### config.mk
export PLATFORM = sky130hd
export DESIGN_NAME = shade_decoder
export DESIGN_NICKNAME = d
export VERILOG_FILES = /design/src/rtl/shade_decoder.sv
export SDC_FILE = /design/constraint.sdc
export NUM_CORES = 1
export LEC_CHECK = 0
export ABC_CLOCK_PERIOD_IN_PS = 12380
export CAP_MARGIN = 0
export CORE_AREA = 8 8 202 204
export DETAILED_ROUTE_END_ITERATION = 10
export DIE_AREA = 0 0 210 212
export PLACE_DENSITY = 0.72
export SLEW_MARGIN = 10
export SYNTH_ARGS = -nofsm -noshare
export SYNTH_HDL_FRONTEND = slang
export SYNTH_SLANG_ARGS = --single-unit
### constraint.sdc
create_clock -name clk -period 12.38 [get_ports clk]
set_input_delay 1.857 -clock clk [delete_from_list [all_inputs] [get_ports clk]]
set_output_delay 1.857 -clock clk [all_outputs]
set_load 0.03 [all_outputs]
### src/rtl/shade_decoder.sv
// -----------------------------------------------------------------------------
// shade_decoder
//   Loop-back monitor for the row shader. It samples the per-slot row
//   bit-planes over one PWM frame of SLOTS = 2**DEPTH-1 slots. From these
//   samples it recovers each row's DEPTH-bit intensity, which is the number of
//   slots in which that row was on. It also flags frames where a row turns
//   back on after being off, because the shader must emit thermometer code.
//
// Handshake: a sample is taken only on cycles with rows_valid=1. On those
//   cycles frame_start=1 marks the sample as slot 0. Cycles with rows_valid=0
//   change no state, and frame_start is ignored on them.
//
// Ports
//   clk           system clock, rising edge
//   rst           asynchronous active-high reset
//   frame_start   sample is slot 0 (qualified by rows_valid)
//   rows_valid    rows carries one slot sample this cycle
//   rows          row bit-plane, bit j = row j on
//   values        decoded levels, row j at values[DEPTH*j +: DEPTH]
//   values_valid  one-cycle pulse: values updated
//   mono_err      one-cycle pulse with values_valid: a row was not monotonic
//   resync        one-cycle pulse: partial frame discarded
// -----------------------------------------------------------------------------
module shade_decoder #(
  parameter int ROWS  = 32,
  parameter int DEPTH = 5
) (
  input  logic                    clk,
  input  logic                    rst,
  input  logic                    frame_start,
  input  logic                    rows_valid,
  input  logic [ROWS-1:0]         rows,
  output logic [ROWS*DEPTH-1:0]   values,
  output logic                    values_valid,
  output logic                    mono_err,
  output logic                    resync
);

  localparam int               SLOTS     = (1 << DEPTH) - 1;
  localparam logic [DEPTH-1:0] LAST_SLOT = DEPTH'(SLOTS - 1);

  typedef enum logic {ST_IDLE, ST_RUN} state_t;

  state_t                  state_q, state_d;
  logic [DEPTH-1:0]        slot_q, slot_d;
  logic [ROWS*DEPTH-1:0]   count_q, count_d;
  logic [ROWS-1:0]         off_q, off_d;
  logic [ROWS-1:0]         err_q, err_d;
  logic [ROWS*DEPTH-1:0]   values_q, values_d;
  logic                    values_valid_q, values_valid_d;
  logic                    mono_err_q, mono_err_d;
  logic                    resync_q, resync_d;

  // Per-row counts with the current sample added, and counts for a fresh slot 0.
  logic [ROWS*DEPTH-1:0]   count_upd;
  logic [ROWS*DEPTH-1:0]   count_first;
  // A row that is on after it was already seen off breaks thermometer order.
  logic [ROWS-1:0]         err_upd;

  always_comb begin
    count_upd   = '0;
    count_first = '0;
    for (int j = 0; j < ROWS; j++) begin
      count_upd[DEPTH*j +: DEPTH]   = count_q[DEPTH*j +: DEPTH] + {{(DEPTH-1){1'b0}}, rows[j]};
      count_first[DEPTH*j +: DEPTH] = {{(DEPTH-1){1'b0}}, rows[j]};
    end
    err_upd = err_q | (rows & off_q);

    state_d        = state_q;
    slot_d         = slot_q;
    count_d        = count_q;
    off_d          = off_q;
    err_d          = err_q;
    values_d       = values_q;
    values_valid_d = 1'b0;
    mono_err_d     = 1'b0;
    resync_d       = 1'b0;

    if (rows_valid) begin
      if (frame_start) begin
        // frame_start wins over completion; a mid-frame restart drops the partial frame.
        if (state_q == ST_RUN && slot_q != '0) begin
          resync_d = 1'b1;
        end
        state_d = ST_RUN;
        slot_d  = DEPTH'(1);
        count_d = count_first;
        off_d   = ~rows;
        err_d   = '0;
      end else if (state_q == ST_RUN) begin
        if (slot_q == LAST_SLOT) begin
          // Last slot: publish counts including this sample and expect slot 0 next.
          values_d       = count_upd;
          values_valid_d = 1'b1;
          mono_err_d     = |err_upd;
          slot_d         = '0;
          count_d        = '0;
          off_d          = '0;
          err_d          = '0;
        end else begin
          slot_d  = slot_q + DEPTH'(1);
          count_d = count_upd;
          off_d   = off_q | ~rows;
          err_d   = err_upd;
        end
      end
    end
  end

  always_ff @(posedge clk or posedge rst) begin
    if (rst) begin
      state_q        <= ST_IDLE;
      slot_q         <= '0;
      count_q        <= '0;
      off_q          <= '0;
      err_q          <= '0;
      values_q       <= '0;
      values_valid_q <= 1'b0;
      mono_err_q     <= 1'b0;
      resync_q       <= 1'b0;
    end else begin
      state_q        <= state_d;
      slot_q         <= slot_d;
      count_q        <= count_d;
      off_q          <= off_d;
      err_q          <= err_d;
      values_q       <= values_d;
      values_valid_q <= values_valid_d;
      mono_err_q     <= mono_err_d;
      resync_q       <= resync_d;
    end
  end

  assign values       = values_q;
  assign values_valid = values_valid_q;
  assign mono_err     = mono_err_q;
  assign resync       = resync_q;

endmodule

# Yosys cells after proc, flatten, opt, wreduce, memory -nomap -nowiden
# Cells that the tools add are included.
[word_totals]
latchBits = 0
out_inout_bits = 163
wordCells = 78
ramBits = 0
romBits = 0
n_memories = 0
regBits = 393
in_bits = 36
[op_classes]
bitwise = 5
eq_ne = 1
n_reduce_logical = 7
n_mux = 23
magnitude_cmp = 0
shifts = 0
addsub = 33
n_mul = 0
div_mod_pow = 0
[op_table]
columns = ["cell", "count"]
rows = [
  ["160-bit 2-to-1 mux", 3],
  ["32-bit 2-to-1 mux", 6],
  ["5-bit by 1-bit adder with 5-bit output", 32],
  ["32-bit bitwise OR", 2],
  ["32-bit bitwise AND", 1],
  ["32-bit NOT", 1],
  ["32-bit OR reduction", 1],
  ["5-bit 2-to-1 mux", 3],
  ["1-bit 2-to-1 mux", 11],
  ["5-bit by 1-bit adder with 5-bit output, second input constant", 1],
  ["5-bit == test, second input constant", 1],
  ["5-bit nonzero test", 1],
  ["2-bit AND reduction", 2],
  ["4-bit AND reduction", 1],
  ["2-bit nonzero test", 1],
  ["1-bit logical AND", 1],
  ["1-bit NOT", 1],
]

# Logic depth before layout (Yosys ltp)
[logic_depth]
word_depth = 7
ltp_mapped = 11
depth_no_buf = 7

# Worst setup path before layout
# Ideal clock, no wire load.
[synth_timing]
path_kind = "input -> register"
start = "input frame_start"
end = "register count_q[104]"
setup_ps = 83
cell_stages = 7
slack_ps = 9111
t_required_ps = 12297
arrival_time_ps = 3187
n_path_buf = 3
path_cell_list = "buf_2 nand3b_1 nand2b_1 buf_2 clkbuf_1 or3_1 o21ai_0"
[synth_between]
elab_chain_len = 2
elab_cells_between_ends = 3
classes_between = "mux (1); reduce/logical (2)"
[synth_lines]
columns = ["item", "line", "rtl"]
rows = [
  ["start, declared", "30", "input logic frame_start,"],
  ["2-bit nonzero test (no line)", "-", ""],
  ["2-bit AND reduction (no line)", "-", ""],
  ["end signal, assigned", "124", "count_q <= count_d;"],
  ["end, declared", "46", "logic [ROWS*DEPTH-1:0] count_q, count_d;"],
]
# Parallel ways exist; a longest one is shown, timed or not.
# A chain may end at the register's enable or synchronous reset.

# Final worst setup path
[layout_timing]
start = "input rows_valid"
end = "register count_q[57]"
[layout_between]
elab_chain_len = 1
[layout_lines]
columns = ["item", "line", "rtl"]
rows = [
  ["start, declared", "31", "input logic rows_valid,"],
  ["2-bit AND reduction (no line)", "-", ""],
]
# Every way passes these cells.

==> impl_metrics.json <==
{
  "setup_tns_ps": 0,
  "start_kind": "input port",
  "drive_above_1_share_pct": 4.54,
  "fp.dieH_um": 212,
  "hp-class": "register to register",
  "grt_util_all_layers_pct": 20.4,
  "grt_max_degree": 179,
  "grt_pass1_vias": 13900,
  "power_frac_comb_pct": 8.9,
  "slew_violations": 0,
  "synth-seq-cells": 393,
  "post_drt_wl_per_cell_um": 17.9,
  "cts_setup_buffers": 0,
  "synth_area_leaders": "dfrtp_1, nand2_1, o21ai_0",
  "drcViolationCount": 0,
  "hold_slack_ps": 477,
  "ant_nets": 0,
  "criticalPathCategory": "input port to register",
  "layout.cells.non_filler": 2545,
  "area_delta_synth_final_pct": 21.2,
  "tightest_slew_ps": 1120,
  "cts_tree": "yes",
  "dp_slack_ps": 7300,
  "grt_first_pass_wirelength_um": 74200,
  "row_count": 72,
  "p_per_area_nw_per_um2": 139,
  "synth_edf_count": 0,
  "clockRootBuffer": "clkbuf_16",
  "worstPathArrival_ps": 5060,
  "slew_headroom_pct": 24.9,
  "port_buffers": 198,
  "cts_num_sinks": 393,
  "via_per_inst": 5.41,
  "max_freq_ghz": 0.217,
  "postSynthCellCount": 1850,
  "seq_area_frac_synth_pct": 55.5,
  "synth.avg_cell_area_sq_um": 9.58,
  "switching_share_pct": 24.0,
  "num_vias": 13800,
  "nFillCells": 3279,
  "endpoint_kind": "register",
  "r2r_setup_slack_ps": 8790,
  "grt_overflow": 0,
  "dp.cells": 2466,
  "multi_input_area_sq_um": 7200,
  "clkPwrFrac_pct": 44.7,
  "finalPower_mw": 2.99,
  "synth_top_area_share_pct": 55.5,
  "cp_max_fo": 65,
  "hold_violations": 0,
  "initial_core_util_pct": 46.7,
  "stdcell_area_sq_um": 21500,
  "worst_slack_ps": 7760,
  "cp.required_ps": 12820,
  "place_congestion": 0.792,
  "synth_nets": 1953,
  "peakVddDrop_v": 0.0000935,
  "wirelength_um": 45600,
  "die_area_sq_um": 44500,
  "seqPwrFrac_pct": 46.4,
  "antenna_found_initial": 2,
  "io-pin-count": 199,
  "final_util_pct": 56.6,
  "synth.cell_area_sq_um": 17700,
  "slowest_delay_ps": 900,
  "fp.dieW_um": 210,
  "run_status": "completed",
  "maxCapViolations": 0,
  "drt-pass1-iter-count": 5,
  "leakage_nw": 9.45,
  "clock_path_buffers": 3,
  "place_area_sq_um": 20000,
  "nets": 2095,
  "ys_types": 32,
  "drt_iter0_drc": 927,
  "yosysWarnings": 0,
  "async_reset_ff_share_pct": 100,
  "internal-power_mw": 2.27,
  "fp.coreArea_sq_um": 37900,
  "clk_latency_ps": 540,
  "critPathBufInv": 3,
  "path_cells": "clkdlybuf4s50_1 > nand3b_1 > buf_4 > nor2_4 > buf_4 > nand2_1 > o21ai_0",
  "rsz0062_at_grt": "false",
  "critPathTopFamily": "buffers and inverters",
  "synth_common_cells": "nand2_1, dfrtp_1, o21ai_0",
  "cts_buffers": 41,
  "synth.most_common_cell": "nand2_1",
  "seqCellArea_sq_um": 9830,
  "cpMostUsedCell": "buf_4",
  "finClkSkew_ps": 15.3,
  "p_sw_uw": 719,
  "fin_crit_ps": 4620,
  "synthFlopType": "dfrtp_1",
  "cts_resized": 0,
  "clkTransAtPathRegs_ps": 60,
  "htree_num_levels": 2,
  "synth_top_area_cell": "dfrtp_1",
  "post-route-period-util_pct": 37.3,
  "dpl.hpwl_um": 29700,
  "cp_slowest_cell": "nor2_4",
  "ctsHoldBuffers": 0,
  "setup_viol": 0
}
-- flip-flops by register name, summed over array words and instances (netlist names) --
name and flops:
count_q 160, values 160, err_q 32, off_q 32, slot_q 5, mono_err 1
resync 1, state_q 1, values_valid 1
-- power by group through the flow --
| stage | registers (mW) | logic, mW | clock network (mW) |
|---|---|---|---|
| after CTS | 1.39 | 0.266 | 1.36 |
| after detailed placement | 1.41 | 0.263 | 0 |
| after global placement | 1.40 | 0.255 | 0 |
| after floorplan | 1.40 | 0.181 | 0 |
| final | 1.39 | 0.265 | 1.34 |
| after global routing | 1.39 | 0.299 | 1.41 |
-- cell usage in the layout, fill, tap and decap left out, types with 43 or more instances in the layout --
master             n
dfrtp_1          393
a21oi_1          129
ha_1              67
clkbuf_16         43
clkdlybuf4s50_1  197
o21ai_0          253
o21ai_1           58
xnor2_1           73
nand2_1          422
inv_1             48
or3_1             45
nand3_1           65
-- layer usage --
metal	global-route usage (%)	part of all wire, %	routed length [um]	up-vias
li1	-	-	-	6588
met1	27.7	45	20600	6751
met2	32.9	47	21300	356
met3	3.54	5.3	2430	75
met4	6.95	2.9	1310	0
met5	0	0	0	-
-- cell families (layout without fill, tap and decap cells) --
kind of cell	after synthesis	in the layout	share of synthesized area (%)
other	0	2	0
and+or+nand+nor	621	621	15.2
xor gates and xnor gates	99	99	4.89
DFF	393	393	55.5
AOI/OAI and AO/OA	508	508	15.6
adders and majority gates	67	67	4.73
buffers and inverters	162	337	4.10
-- layout make-up --
class,count,share of cell area [%]
Antenna cell,2,0.0233
Clock buffer,64,6.03
Clock inverter,12,0.891
Inverter,50,0.897
Multi-Input combinational cell,1295,33.5
Sequential cell,393,45.8
Tap cell,518,3.02
Timing Repair Buffer,211,9.83
-- worst reg2reg max path: stages, from the launching register on --
cell and delay, ps:
dfrtp_1 950, nand3b_1 140, buf_4 330, nor2_4 920, buf_4 760, nand2_1 190, o21ai_0 210
-- worst paths after layout --
kind,to,startpoint,cells past startpoint
worst max-delay path,count_q[57],rows_valid,7
worst max register to register,count_q[57],state_q,6
worst min register to register,values[103],values[103],2
max in group asynchronous,values[139],rst,4
worst min-delay path,values[103],values[103],2
min in group asynchronous,count_q[51],rst,2
(Power assumes the default switching activity.)
